$ cat config.mk
export PLATFORM = sky130hd
export DESIGN_NAME = seq_pattern_gen_flat
export DESIGN_NICKNAME = d
export VERILOG_FILES = /design/src/rtl/seq_gen_pkg.sv /design/src/rtl/seq_pattern_gen_if.sv /design/src/rtl/seq_gen_shreg.sv /design/src/rtl/seq_pattern_gen.sv /design/src/flat_wrapper.sv
export SDC_FILE = /design/constraint.sdc
export NUM_CORES = 1
export LEC_CHECK = 0
export CELL_PAD_IN_SITES_DETAIL_PLACEMENT = 1
export CELL_PAD_IN_SITES_GLOBAL_PLACEMENT = 1
export CORE_ASPECT_RATIO = 1.1
export CORE_UTILIZATION = 44
export CTS_BUF_LIST = sky130_fd_sc_hd__clkbuf_8
export DETAILED_ROUTE_END_ITERATION = 12
export MAX_ROUTING_LAYER = met4
export PLACE_DENSITY = 0.93
export SYNTH_ARGS = -nofsm -noshare
export SYNTH_HDL_FRONTEND = slang
export SYNTH_SLANG_ARGS = --single-unit
$ cat constraint.sdc
create_clock -name clk -period 2.3 [get_ports clk]
set_input_delay 0.575 -clock clk [delete_from_list [all_inputs] [get_ports clk]]
set_output_delay 0.575 -clock clk [all_outputs]
set_load 0.01 [all_outputs]
$ cat src/rtl/seq_gen_pkg.sv
// Shared definitions for the serial pattern generator.
//   state_t : FSM state encoding (binary)
//   len_w() : width of a field that must hold 0..pat_w (the pat_len port)
package seq_gen_pkg;

  typedef enum logic [1:0] {
    S_IDLE = 2'd0,
    S_SEND = 2'd1,
    S_GAP  = 2'd2,
    S_DONE = 2'd3
  } state_t;

  function automatic int len_w(input int pat_w);
    return $clog2(pat_w + 1);
  endfunction

endpackage

$ cat src/rtl/seq_pattern_gen_if.sv
// Control/data bundle of seq_pattern_gen.
//   master : drives start, abort, pattern, pat_len, repeat_n, gap
//   slave  : drives dout, dvalid, busy, done
interface seq_pattern_gen_if
  import seq_gen_pkg::*;
#(
  parameter int PAT_W = 8,
  parameter int CNT_W = 4
);
  localparam int LEN_W = len_w(PAT_W);

  logic             start;
  logic             abort;
  logic [PAT_W-1:0] pattern;
  logic [LEN_W-1:0] pat_len;
  logic [CNT_W-1:0] repeat_n;
  logic [CNT_W-1:0] gap;
  logic             dout;
  logic             dvalid;
  logic             busy;
  logic             done;

  modport master (
    output start, abort, pattern, pat_len, repeat_n, gap,
    input  dout, dvalid, busy, done
  );

  modport slave (
    input  start, abort, pattern, pat_len, repeat_n, gap,
    output dout, dvalid, busy, done
  );

endinterface

$ cat src/rtl/seq_gen_shreg.sv
// PAT_W-bit shift register for the pattern generator.
//   clk   : clock
//   clr   : synchronous clear (highest priority)
//   load  : load pat left-aligned so bit [len-1] lands in the MSB
//   shift : shift left one bit, zero fill
//   pat   : parallel data
//   len   : number of valid bits in pat (1..PAT_W)
//   msb   : current MSB (registered)
// Bits above len are shifted out during alignment and the low end is
// zero-filled, so after len shifts the register is all zero. That keeps
// msb low between frames without extra gating.
module seq_gen_shreg #(
  parameter int PAT_W = 8,
  parameter int LEN_W = 4
) (
  input  logic             clk,
  input  logic             clr,
  input  logic             load,
  input  logic             shift,
  input  logic [PAT_W-1:0] pat,
  input  logic [LEN_W-1:0] len,
  output logic             msb
);

  logic [PAT_W-1:0] sreg;
  logic [LEN_W-1:0] sh_amt;

  assign sh_amt = LEN_W'(PAT_W) - len;

  always_ff @(posedge clk) begin
    if (clr)        sreg <= '0;
    else if (load)  sreg <= pat << sh_amt;
    else if (shift) sreg <= {sreg[PAT_W-2:0], 1'b0};
  end

  assign msb = sreg[PAT_W-1];

endmodule

$ cat src/rtl/seq_pattern_gen.sv
// Serial pattern generator: sends pattern[pat_len-1:0] MSB first,
// repeat_n+1 times, with gap idle cycles between frames, then pulses done.
//   clk  : clock
//   rst  : synchronous reset, active high (beats abort and start)
//   bus  : seq_pattern_gen_if.slave
//          start/abort in, pattern/pat_len/repeat_n/gap in (captured at start),
//          dout/dvalid/busy/done out (all registered)
module seq_pattern_gen
  import seq_gen_pkg::*;
#(
  parameter int PAT_W = 8,
  parameter int CNT_W = 4
) (
  input logic               clk,
  input logic               rst,
  seq_pattern_gen_if.slave  bus
);

  localparam int LEN_W = len_w(PAT_W);

  state_t           state;
  logic [LEN_W-1:0] bit_cnt;   // bits left in current frame, incl. the one on dout
  logic [CNT_W-1:0] gap_cnt;   // gap cycles left, incl. current
  logic [CNT_W-1:0] frm_cnt;   // frames left after the current one
  logic [PAT_W-1:0] cap_pat;
  logic [LEN_W-1:0] cap_len;
  logic [CNT_W-1:0] cap_gap;
  logic             dvalid_q;
  logic             busy_q;
  logic             done_q;

  logic             len_ok;
  logic             accept;
  logic             kill;
  logic             last_bit;
  logic             reload;
  logic             sr_clr;
  logic             sr_load;
  logic             sr_shift;
  logic [PAT_W-1:0] ld_pat;
  logic [LEN_W-1:0] ld_len;
  logic             sr_msb;

  always_comb begin
    len_ok   = (bus.pat_len != '0) && (bus.pat_len <= LEN_W'(PAT_W));
    accept   = (state == S_IDLE) && bus.start && !bus.abort && len_ok;
    kill     = bus.abort && (state != S_IDLE);
    last_bit = (state == S_SEND) && (bit_cnt == LEN_W'(1));
    // Next frame starts either straight out of SEND (gap=0) or at the
    // final GAP cycle.
    reload   = (last_bit && (frm_cnt != '0) && (cap_gap == '0)) ||
               ((state == S_GAP) && (gap_cnt == CNT_W'(1)));
    sr_clr   = rst || kill;
    sr_load  = accept || reload;
    sr_shift = (state == S_SEND);
    // At accept the captured copies are not yet valid, so load from the bus.
    ld_pat   = (state == S_IDLE) ? bus.pattern : cap_pat;
    ld_len   = (state == S_IDLE) ? bus.pat_len : cap_len;
  end

  seq_gen_shreg #(
    .PAT_W (PAT_W),
    .LEN_W (LEN_W)
  ) u_shreg (
    .clk   (clk),
    .clr   (sr_clr),
    .load  (sr_load),
    .shift (sr_shift),
    .pat   (ld_pat),
    .len   (ld_len),
    .msb   (sr_msb)
  );

  always_ff @(posedge clk) begin
    if (rst) begin
      state    <= S_IDLE;
      bit_cnt  <= '0;
      gap_cnt  <= '0;
      frm_cnt  <= '0;
      cap_pat  <= '0;
      cap_len  <= '0;
      cap_gap  <= '0;
      dvalid_q <= 1'b0;
      busy_q   <= 1'b0;
      done_q   <= 1'b0;
    end else if (kill) begin
      state    <= S_IDLE;
      bit_cnt  <= '0;
      gap_cnt  <= '0;
      frm_cnt  <= '0;
      dvalid_q <= 1'b0;
      busy_q   <= 1'b0;
      done_q   <= 1'b0;
    end else begin
      done_q <= 1'b0;
      case (state)
        S_IDLE: begin
          if (accept) begin
            cap_pat  <= bus.pattern;
            cap_len  <= bus.pat_len;
            cap_gap  <= bus.gap;
            frm_cnt  <= bus.repeat_n;
            bit_cnt  <= bus.pat_len;
            state    <= S_SEND;
            dvalid_q <= 1'b1;
            busy_q   <= 1'b1;
          end
        end
        S_SEND: begin
          if (last_bit) begin
            if (frm_cnt != '0) begin
              frm_cnt <= frm_cnt - CNT_W'(1);
              if (cap_gap != '0) begin
                state    <= S_GAP;
                gap_cnt  <= cap_gap;
                dvalid_q <= 1'b0;
              end else begin
                bit_cnt <= cap_len;
              end
            end else begin
              state    <= S_DONE;
              dvalid_q <= 1'b0;
              done_q   <= 1'b1;
            end
          end else begin
            bit_cnt <= bit_cnt - LEN_W'(1);
          end
        end
        S_GAP: begin
          if (gap_cnt == CNT_W'(1)) begin
            state    <= S_SEND;
            bit_cnt  <= cap_len;
            dvalid_q <= 1'b1;
          end else begin
            gap_cnt <= gap_cnt - CNT_W'(1);
          end
        end
        S_DONE: begin
          state  <= S_IDLE;
          busy_q <= 1'b0;
        end
        default: state <= S_IDLE;
      endcase
    end
  end

  assign bus.dout   = sr_msb;
  assign bus.dvalid = dvalid_q;
  assign bus.busy   = busy_q;
  assign bus.done   = done_q;

endmodule

$ cat src/flat_wrapper.sv
// flat-port wrapper written by rule: the top's interface ports become plain ports
module seq_pattern_gen_flat import seq_gen_pkg::*;
#(
  parameter int PAT_W = 8,
  parameter int CNT_W = 4
)
  (clk, rst, bus_start, bus_abort, bus_pattern, bus_pat_len, bus_repeat_n, bus_gap, bus_dout, bus_dvalid, bus_busy, bus_done);
  seq_pattern_gen_if #(.PAT_W(PAT_W), .CNT_W(CNT_W)) bus_i ();
  input logic clk;
  input logic rst;
  input wire logic [$bits(bus_i.start)-1:0] bus_start;
  input wire logic [$bits(bus_i.abort)-1:0] bus_abort;
  input wire logic [$bits(bus_i.pattern)-1:0] bus_pattern;
  input wire logic [$bits(bus_i.pat_len)-1:0] bus_pat_len;
  input wire logic [$bits(bus_i.repeat_n)-1:0] bus_repeat_n;
  input wire logic [$bits(bus_i.gap)-1:0] bus_gap;
  output wire logic [$bits(bus_i.dout)-1:0] bus_dout;
  output wire logic [$bits(bus_i.dvalid)-1:0] bus_dvalid;
  output wire logic [$bits(bus_i.busy)-1:0] bus_busy;
  output wire logic [$bits(bus_i.done)-1:0] bus_done;
  assign bus_i.start = bus_start;
  assign bus_i.abort = bus_abort;
  assign bus_i.pattern = bus_pattern;
  assign bus_i.pat_len = bus_pat_len;
  assign bus_i.repeat_n = bus_repeat_n;
  assign bus_i.gap = bus_gap;
  assign bus_dout = bus_i.dout;
  assign bus_dvalid = bus_i.dvalid;
  assign bus_busy = bus_i.busy;
  assign bus_done = bus_i.done;
  seq_pattern_gen #(.PAT_W(PAT_W), .CNT_W(CNT_W)) u_core (.clk(clk), .rst(rst), .bus(bus_i));
endmodule
After elaboration in Yosys (flattened, before gate mapping)
Index checks and enable logic that the tools add are counted.
- add/sub/neg operators: 4
- order comparisons: 1
- eq/ne operators: 14
- shift operators: 1
- muxes and demuxes: 33
- bitwise gates (word level): 3
- reduce and logical (&&, ||, !) cells: 33
- operators by type and width (kind ; number):
    $mux 4 ; 13
    $mux 8 ; 3
    $pmux 4 s2 ; 2
    $reduce_and 5->1 ; 3
    $pmux 4 s3 ; 1
    $reduce_bool 4->1 ; 3
    $sub 4x1->4 const B ; 3
    $mux 2 ; 5
    $reduce_bool 2->1 ; 5
    $logic_and 1x1->1 ; 9
    $ne 3x3->1 const B ; 3
    $eq 4x1->1 const B ; 2
    $ne 2x2->1 const B ; 4
    $pmux 2 s4 ; 1
    $reduce_and 4->1 ; 2
    $shl 8x4->8 ; 1
    $mux 1 ; 6
    $eq 2x2->1 const B ; 2
    $le 4x4->1 const B ; 1
    $logic_not 4->1 ; 1
    $ne 2x1->1 const B ; 2
    $reduce_or 4->1 ; 1
    $sub 4x4->4 const A ; 1
    $logic_or 1x1->1 ; 3
    10 further kinds ; 12
- flip-flop bits (word level): 41
- output and inout bits: 4
- logic and storage cells: 100

Logic depth before layout (Yosys ltp)
Gate-level depths: netlist (run 1).
- depth in word-level cells: 7
- depth in mapped cells: 10
- gate-level depth less buffers: 8

Modules after synthesis
From an unflattened synthesis (run 1), not the netlist that was laid out.
- cells, all modules: 322
- area, all modules: 2730.1 sq um
- by module, submodules not included (module ; instances ; cells an instance ; area each (sq um) ; seq. area each (sq um)):
    seq_pattern_gen ; 1 ; 239 ; 2055.7 ; 660.6
    seq_gen_shreg ; 1 ; 83 ; 674.4 ; 160.2

Worst setup path before layout (run 1)
OpenSTA, ideal clock, no wires.
- path type: reg-to-reg
- start: register u_core.state[0]
- end: register u_core.u_shreg.sreg[7]
- setup time: 78 ps
- arrival: 1938 ps
- data required time: 2222 ps
- setup slack: 284 ps
- stages on the path, launching flop included: 9
- cells stage by stage: dfxtp_1 -> inv_1 -> ha_1 -> buf_4 -> mux2i_1 -> mux4_2 -> mux2i_1 -> a21oi_1 -> nor3_1
- longest elaborated chain between the ends: 7
- elaborated cells on any way between the ends: 21
- classes of those cells: 1 x add/sub; 2 x eq/ne; 1 x shift; 3 x mux; 14 x reduce/logical
- ends and longest elaborated chain (what ; RTL line ; RTL):
    start, declared ; seq_pattern_gen.sv:21 ; state_t state;
    start signal, assigned ; seq_pattern_gen.sv:76 ; state <= S_IDLE;
    start signal, assigned ; seq_pattern_gen.sv:87 ; state <= S_IDLE;
    start signal, assigned ; seq_pattern_gen.sv:104 ; state <= S_SEND;
    parallel branches: the longest is 7 deep, another holds $sub 4x4->4 ; -- ;
    end signal, assigned ; seq_gen_shreg.sv:32 ; else if (load) sreg <= pat << sh_amt;
    end signal, assigned ; seq_gen_shreg.sv:33 ; else if (shift) sreg <= {sreg[PAT_W-2:0], 1'b0};
    end, declared ; seq_gen_shreg.sv:25 ; logic [PAT_W-1:0] sreg;
Parallel ways; which one is timed is not known.
A chain may end at the register's enable or synchronous reset.

Worst setup path in the final report (run 1)
- start: input bus_pat_len[1]
- end: register u_core.bit_cnt[3]
- longest elaborated chain between the ends: 5
- elaborated cells on any way between the ends: 6
- classes of those cells: 1 x order compare; 1 x eq/ne; 4 x reduce/logical
- ends and longest elaborated chain (what ; RTL line ; RTL):
    start, declared ; flat_wrapper.sv:14 ; input wire logic [$bits(bus_i.pat_len)-1:0] bus_pat_len;
    $le 4x4->1 or $reduce_bool 4->1 (tied branches) ; seq_pattern_gen.sv:45 ; len_ok = (bus.pat_len != '0) && (bus.pat_len <= LEN_W'(PAT_W));
    $logic_and 1x1->1 (*) ; seq_pattern_gen.sv:45 ;
    $logic_and 1x1->1 (*) ; seq_pattern_gen.sv:46 ; accept = (state == S_IDLE) && bus.start && !bus.abort && len_ok;
    $ne 2x1->1 (no line) (*) ; -- ;
    $reduce_and 5->1 (no line) (*) ; -- ;
    end signal, assigned ; seq_pattern_gen.sv:103 ; bit_cnt <= bus.pat_len;
    end signal, assigned ; seq_pattern_gen.sv:118 ; bit_cnt <= cap_len;
    end signal, assigned ; seq_pattern_gen.sv:126 ; bit_cnt <= bit_cnt - LEN_W'(1);
    end, declared ; seq_pattern_gen.sv:22 ; logic [LEN_W-1:0] bit_cnt;
Mark *: on every way between the ends. The rest lies on a longest branch, timed or not.

==> key figures, run 1 <==
Status
  – Outcome: finished with violations
  – Violated checks: negative setup slack

Global route
  – Largest net degree at the start of global routing: 18
  – Number of global-route vias before repair: 2614
  – First-pass GRT wire length: 12.46 mm
  – Total track usage: 27.93%
  – Initial antenna violation count: 0
  – Gr ovfl total: 0

Worst setup path
  – WP data required: 2.48 ns
  – WP data arrival: 2.48 ns
  – Crit Path Class: in2reg
  – Setup crit start kind: primary input
  – Largest fanout on the critical path: 3
  – Crit. End Element: flip-flop

Placed design
  – Gp weighted congestion: 0.9799
  – Worst slack at placement: -0.3736 ns
  – Inst Count DP: 429
  – PortBufs: 27
  – HPWL Detailed: 6.052 mm

Floorplanning
  – DIE HEIGHT: 81.94 um
  – Die width: 74.68 um
  – Die Area: 0.006119 mm2
  – Initial Util: 46.47%
  – # IOs: 28
  – Cell Rows: 28
  – Core Region: 0.005500 mm2

Logic synthesis
  – Synth cell types: 48
  – Share of the synthesized area in the top cell type: 32.11%
  – Yosys reg bits: 41
  – Area leader, netlist: dfxtp_1
  – Mean Syn Cell Area: 8.219 um2
  – Syn Nets: 346
  – Sequential share of the synthesized area: 32.11%
  – YS warnings: 0
  – Post-synth top flop: dfxtp_1
  – Synth top area cells: dfxtp_1, mux2i_1, a21oi_1, ha_1, nand2_1
  – Synthesized area: 0.002556 mm2
  – EDFF count, synth: 0
  – Gate Count Post-Synth: 311
  – Synth async-reset ratio: 0%

STA
  – Slew Limit Headroom: 66.46%
  – Slew Limit Fails: 0
  – Crit share post-route: 100.2%
  – Slew @ Worst Pin: 0.4985 ns
  – Setup_tns: -0.004377 ns
  – Final Critical Period: 2.304 ns
  – Final setup violation count: 1
  – Final hold vios: 0
  – Worst Setup Slack, final: -0.004377 ns
  – Worst Clk Skew: 0.008336 ns
  – Fmax: 434.0 MHz

Finish
  – Most frequent cells in the layout: dfxtp_1, buf_4, a21oi_1, nand2_1
  – Area Growth Syn to Fin: 26.04%
  – Fin util: 58.58%
  – Leading cell type in the layout, fill and taps excluded: dfxtp_1
  – Layout cells sized above 1: 16.71%
  – Fin nets: 399
  – # diodes: 0
  – Non-filler cells, final: 440

Pwr
  – Worst VDD drop: 0.4857 mV
  – Leak pwr: 1.291 nW
  – Cell Pwr Density: 1169 mW/mm2
  – Design Power: 3.765 mW

Routing
  – Total wire length: 7.809 mm
  – Drt drc: 0
  – Routed Antenna Nets: 0
  – Iteration count of the initial detailed-routing pass: 4
  – DRT iter0 DRCs: 98
  – Via count: 2556
  – Via/cell ratio: 5.809
  – Detail-routed net length per standard cell: 17.75 um

Clock tree
  – Hold Buf Count CTS: 0
  – CTS Buf Count: 5
  – Clock transition at the registers of the reported paths: 0.08 ns
  – Clock sink count: 41
  – Max Root-Sink Buffers: 2
  – H-tree depth: 2
  – Clock latency on the worst-skew pair: 0.30 ns
  – CTS tree: built
  – CTS root buf: clkbuf_8

Min path
  – Hold Path Class: reg2reg

Flow run
  – Max-Cap Viols: 0
==> timing repair <==
item | CTS | global route
gates resized for setup | 3 | 7
setup endpoints to repair | 24 | 30
setup buffers | 2 | 1
pin swaps | 3 | 3
==> cell families after synthesis <==
group | synth area share (%)
XOR/XNOR | 1.028
adder cells (fa/ha/maj) | 5.384
AND/OR/NAND/NOR | 20.75
multiplexers | 13.12
buffers and inverters | 4.845
flip-flops | 32.11
AO/OA/AOI/OAI | 22.76
==> flip-flops by register name, indices dropped and copies added (netlist names) <==
signal and flops:
u_core.bit_cnt 4, u_core.gap_cnt 4, u_core.state 2, u_core.cap_pat 8, u_core.cap_len 4, u_core.u_shreg.sreg 8, u_core.bus.done 1, u_core.bus.dvalid 1
u_core.bus.busy 1, u_core.cap_gap 4, u_core.frm_cnt 4
==> path summary, 6_finish.rpt <==
| path | start | cells past startpoint | to | slack (ns) |
|---|---|---|---|---|
| worst max-delay path | bus_pat_len[1] | 7 | u_core.bit_cnt[3] | -0.004 |
| worst max register to register | u_core.state[0] | 9 | u_core.bit_cnt[3] | 0.09 |
| worst min-delay path | u_core.cap_pat[5] | 2 | u_core.cap_pat[5] | 0.46 |
| worst min register to register | u_core.cap_pat[5] | 2 | u_core.cap_pat[5] | 0.46 |
==> final cells by class <==
class	count	area [um2]
Sequential cell	41	820.8
Clock buffer	5	68.82
Timing Repair Buffer	62	533.0
Multi-Input combinational cell	242	1647
Inverter	12	45.04
Tap cell	75	93.84
Fill cell	668	2278
Clock inverter	3	13.76
==> stage by stage <==
| step | cell area [um2] | hold slack (ns) |
|---|---|---|
| CTS | 3179 | 0.4626 |
| finish | 3222 | 0.4576 |
| global placement | 3082 | 0.4408 |
| detailed placement | 3082 | 0.4516 |
| global route | 3222 | 0.4859 |
| floorplan | 2556 | 0.4357 |
==> power breakdown <==
part	internal [mW]	total, mW	leakage (nW)	switching (mW)
Clock	0.206	0.464	0.0491	0.258
Sequential	0.842	0.950	0.333	0.108
Combinational	1.05	2.35	0.909	1.30
Total	2.10	3.76	1.29	1.66
==> critical path: stages <==
cell	delay, ns
clkdlybuf4s50_1	0.43
o31a_1	0.32
o31ai_4	0.31
nand2_2	0.13
a311oi_4	0.38
mux2i_1	0.26
nor2_1	0.08
==> layer usage <==
layer	part of all wire, %	global-route usage [%]	vias to the layer above
met5	0	-	-
met4	2.6	10.38	0
met3	2.5	4.908	19
met2	53	51.08	55
met1	42	29.70	1253
li1	-	-	1229
==> cell usage after synthesis, types with 2 or more instances <==
library cell and instances:
a211oi_1 5, a21o_1 2, a21oi_1 33, a22o_1 3, a22oi_1 5, buf_2 3
buf_4 2, clkbuf_1 10, dfxtp_1 41, ha_1 11, inv_1 11, mux2_2 2
mux2i_1 29, nand2_1 31, nand2_2 3, nand2b_1 3, nand3_1 21, nand4b_1 2
nor2_1 28, nor2b_1 2, nor3_1 12, o211ai_1 2, o21ai_0 15, o22ai_1 10
xnor2_1 2
Power figures use the tool's default switching activity.
==> run 2: changes to the inputs <==
--- a/config.mk
+++ b/config.mk
@@ -13,6 +13,9 @@
 export DETAILED_ROUTE_END_ITERATION = 12
 export MAX_ROUTING_LAYER = met4
 export PLACE_DENSITY = 0.93
+export RECOVER_POWER = 25
+export REMOVE_ABC_BUFFERS = 1
+export SETUP_SLACK_MARGIN = 0.1
 export SYNTH_ARGS = -nofsm -noshare
 export SYNTH_HDL_FRONTEND = slang
 export SYNTH_SLANG_ARGS = --single-unit
==> run 2 against run 1 <==
  * The flow now finishes without violations
  * Sequential power up 0.8%
  * Cell area is 1.5% higher
  * Via count increased by 6.1%
  * Clock skew about the same
  * Critical path type is now reg2reg
  * Highest routed layer unchanged
==> key figures, run 2 (synthesis results as in run 1) <==
Worst setup path
  – R2r setup slk: 0.10 ns (was 0.09 ns)
  – Crit Path Class: reg2reg (was in2reg)
  – WP data arrival: 2.38 ns (was 2.48 ns)
  – Setup crit start kind: flip-flop (was primary input)
  – Largest fanout on the critical path: 12 (was 3)
  – Crit. End Element: flip-flop (unchanged)
  – WP data required: 2.48 ns (about the same)
  – R2R cell count: 9 (unchanged)
  – R2R Path End: u_core.gap_cnt[2] (was u_core.bit_cnt[3])
  – Reg2reg start: u_core.state[1] (was u_core.state[0])

Clock tree
  – Max Root-Sink Buffers: 2 (unchanged)
  – Hold Buf Count CTS: 0 (unchanged)
  – Clock sink count: 41 (unchanged)
  – Clock latency on the worst-skew pair: 0.30 ns (about the same)
  – CTS root buf: clkbuf_8 (unchanged)
  – CTS tree: built (unchanged)
  – H-tree depth: 2 (unchanged)
  – CTS Buf Count: 5 (unchanged)
  – Clock transition at the registers of the reported paths: 0.08 ns (about the same)

STA
  – Final hold vios: 0 (unchanged)
  – RSZ-0062 raised after global routing: yes
  – Crit share post-route: 95.60% (was 100.2%)
  – Slew Limit Fails: 0 (unchanged)
  – Slew @ Worst Pin: 0.7749 ns (was 0.4985 ns)
  – Slew Limit Headroom: 48.34% (was 66.46%)
  – Final Critical Period: 2.199 ns (was 2.304 ns)
  – Worst Clk Skew: 0.008609 ns (was 0.008336 ns)
  – Fmax: 454.8 MHz (was 434.0 MHz)
  – Setup_tns: 0 ns (was -0.004377 ns)
  – Final setup violation count: 0 (was 1)

Routing
  – Via/cell ratio: 6.110 (was 5.809)
  – Iteration count of the initial detailed-routing pass: 4 (unchanged)
  – Routed Antenna Nets: 0 (unchanged)
  – Total wire length: 8.757 mm (was 7.809 mm)
  – DRT iter0 DRCs: 166 (was 98)
  – Via count: 2713 (was 2556)
  – Drt drc: 0 (unchanged)
  – Detail-routed net length per standard cell: 19.72 um (was 17.75 um)

Finish
  – Filler Cell Count: 670 (was 668)
  – Most frequent cells in the layout: dfxtp_1, buf_4, a21oi_1, nand2_1, mux2i_1 (was dfxtp_1, buf_4, a21oi_1, nand2_1)
  – Layout cells sized above 1: 17.62% (was 16.71%)
  – Leading cell type in the layout, fill and taps excluded: dfxtp_1 (unchanged)
  – Area occupied by multi-input gates: 0.001647 mm2 (unchanged)
  – Fin nets: 404 (was 399)
  – Non-filler cells, final: 444 (was 440)
  – Finished Cell Area: 0.003271 mm2 (was 0.003222 mm2)
  – # diodes: 0 (unchanged)
  – Storage element area: 820.8 um2 (unchanged)
  – Regs by FF count: u_core.cap_pat (8), u_core.u_shreg.sreg (8) (unchanged)
  – Area Growth Syn to Fin: 27.95% (was 26.04%)

Global route
  – Initial antenna violation count: 0 (unchanged)
  – Gr ovfl total: 0 (unchanged)
  – Total track usage: 30.93% (was 27.93%)
  – Number of global-route vias before repair: 2888 (was 2614)
  – Largest net degree at the start of global routing: 18 (unchanged)
  – First-pass GRT wire length: 13.70 mm (was 12.46 mm)

Placed design
  – DP Area: 0.003139 mm2 (was 0.003082 mm2)
  – PortBufs: 27 (unchanged)
  – Gp weighted congestion: 0.9509 (was 0.9799)
  – HPWL Detailed: 5.863 mm (was 6.052 mm)
  – Inst Count DP: 435 (was 429)

Pwr
  – Register share of total power: 24.5% (was 25.2%)
  – Leak pwr: 1.323 nW (was 1.291 nW)
  – Net load switching power: 1.750 mW (was 1.664 mW)
  – Combinational Power Share: 62.9% (was 62.4%)
  – Switching Fraction: 44.73% (was 44.19%)
  – Cell Pwr Density: 1196 mW/mm2 (was 1169 mW/mm2)
  – Worst VDD drop: 0.6040 mV (was 0.4857 mV)
  – Int Pwr: 2.163 mW (was 2.101 mW)
  – Power share of the clock group: 12.7% (was 12.3%)

Floorplanning
  – Die width: 74.68 um (unchanged)
  – # IOs: 28 (unchanged)
  – Die Area: 0.006119 mm2 (unchanged)
  – Core Region: 0.005500 mm2 (unchanged)
  – Initial Util: 46.47% (unchanged)
  – DIE HEIGHT: 81.94 um (unchanged)
  – Cell Rows: 28 (unchanged)

Flow run
  – Max-Cap Viols: 0 (unchanged)

Min path
  – Hold Path Class: reg2reg (unchanged)
  – Hold endpoint: u_core.cap_pat[3] (was u_core.cap_pat[5])
  – Min-delay src: u_core.cap_pat[3] (was u_core.cap_pat[5])
  – WHS Path Cells: 2 (unchanged)

Status
  – Outcome: finished, final reports clean (was finished with violations)
run 2: changes by cell type in the layout (fill, tap and decap cells not counted), moves of 2 or more:
cell | before | now
dlygate4sd2_1 | 2 | 4
clkinv_2 | 2 | 0
inv_1 | 12 | 10
buf_4 | 35 | 38
clkdlybuf4s50_1 | 24 | 19
dlygate4sd3_1 | 0 | 4
run 2: power by group through the flow:
stage | combinational [mW] | clock [mW] | sequential [mW]
floorplan | 1.42 | 0 | 0.945
global placement | 2.14 | 0 | 0.952
detailed placement | 2.27 | 0 | 0.966
CTS | 2.37 | 0.502 | 0.953
global route | 2.62 | 0.532 | 0.969
finish | 2.46 | 0.495 | 0.958
run 2: per-stage QoR:
step / worst slack [ns] / utilization [%] / total power [mW] / hold WS (ns)
final: 0.1013 / 59.46 / 3.913 / 0.4546
after global routing: -0.02831 / 59.46 / 4.126 / 0.4812
after CTS: 0.09860 / 58.94 / 3.829 / 0.4569
after detailed placement: -0.3770 / 57.07 / 3.238 / 0.4461
after global placement: -0.2595 / 57.07 / 3.092 / 0.4413
after floorplan: -0.6609 / - / 2.368 / 0.4296
run 2: how the worst max path moves through the flow:
| stage | slack [ns] | end | start | cells after the start |
|---|---|---|---|---|
| 2_1_floorplan | -0.66 | u_core.u_shreg.sreg[7] | u_core.state[0] | 7 |
| 3_3_place_gp | -0.26 | u_core.bit_cnt[3] | bus_pat_len[2] | 7 |
| 3_5_place_dp | -0.38 | u_core.bit_cnt[3] | bus_pat_len[2] | 7 |
| 4_1_cts | 0.1 | u_core.gap_cnt[2] | u_core.state[1] | 9 |
| 5_1_grt | -0.03 | u_core.gap_cnt[2] | u_core.state[1] | 9 |
| 6_report | 0.10 | u_core.gap_cnt[2] | u_core.state[1] | 9 |
run 2: final cells by class:
type                    instances  share of cell area, %
multi-input cells             242                  50.34
clock buffers                   6                  2.525
inverters                      12                  1.377
repair buffers                 67                  17.56
flip-flops and latches         41                  25.10
clock inverters                 1                 0.2295
well taps                      75                  2.869
run 2: worst max-delay path: stages (launching register included):
cell and delay, ns:
dfxtp_1 0.34, inv_1 0.08, buf_4 0.15, ha_1 0.33, inv_1 0.25, nand2_1 0.15, a21oi_4 0.29, o21ai_0 0.21
a22oi_1 0.21, nor2_1 0.08
run 2: what timing repair did:
item                                    4_1_cts  5_1_grt
gates resized for setup                       5        7
gates cloned                                  0        0
buffers inserted                              2        0
endpoints found under the setup margin       17        8
pin swaps                                     3        1
run 2: metal layers:
layer / track usage, % / up-vias / share of wire, %
met5: - / - / 0
met2: 55.41 / 84 / 53
met3: 6.994 / 38 / 3.4
met4: 17.17 / 0 / 4.0
met1: 30.66 / 1347 / 39
li1: - / 1244 / -
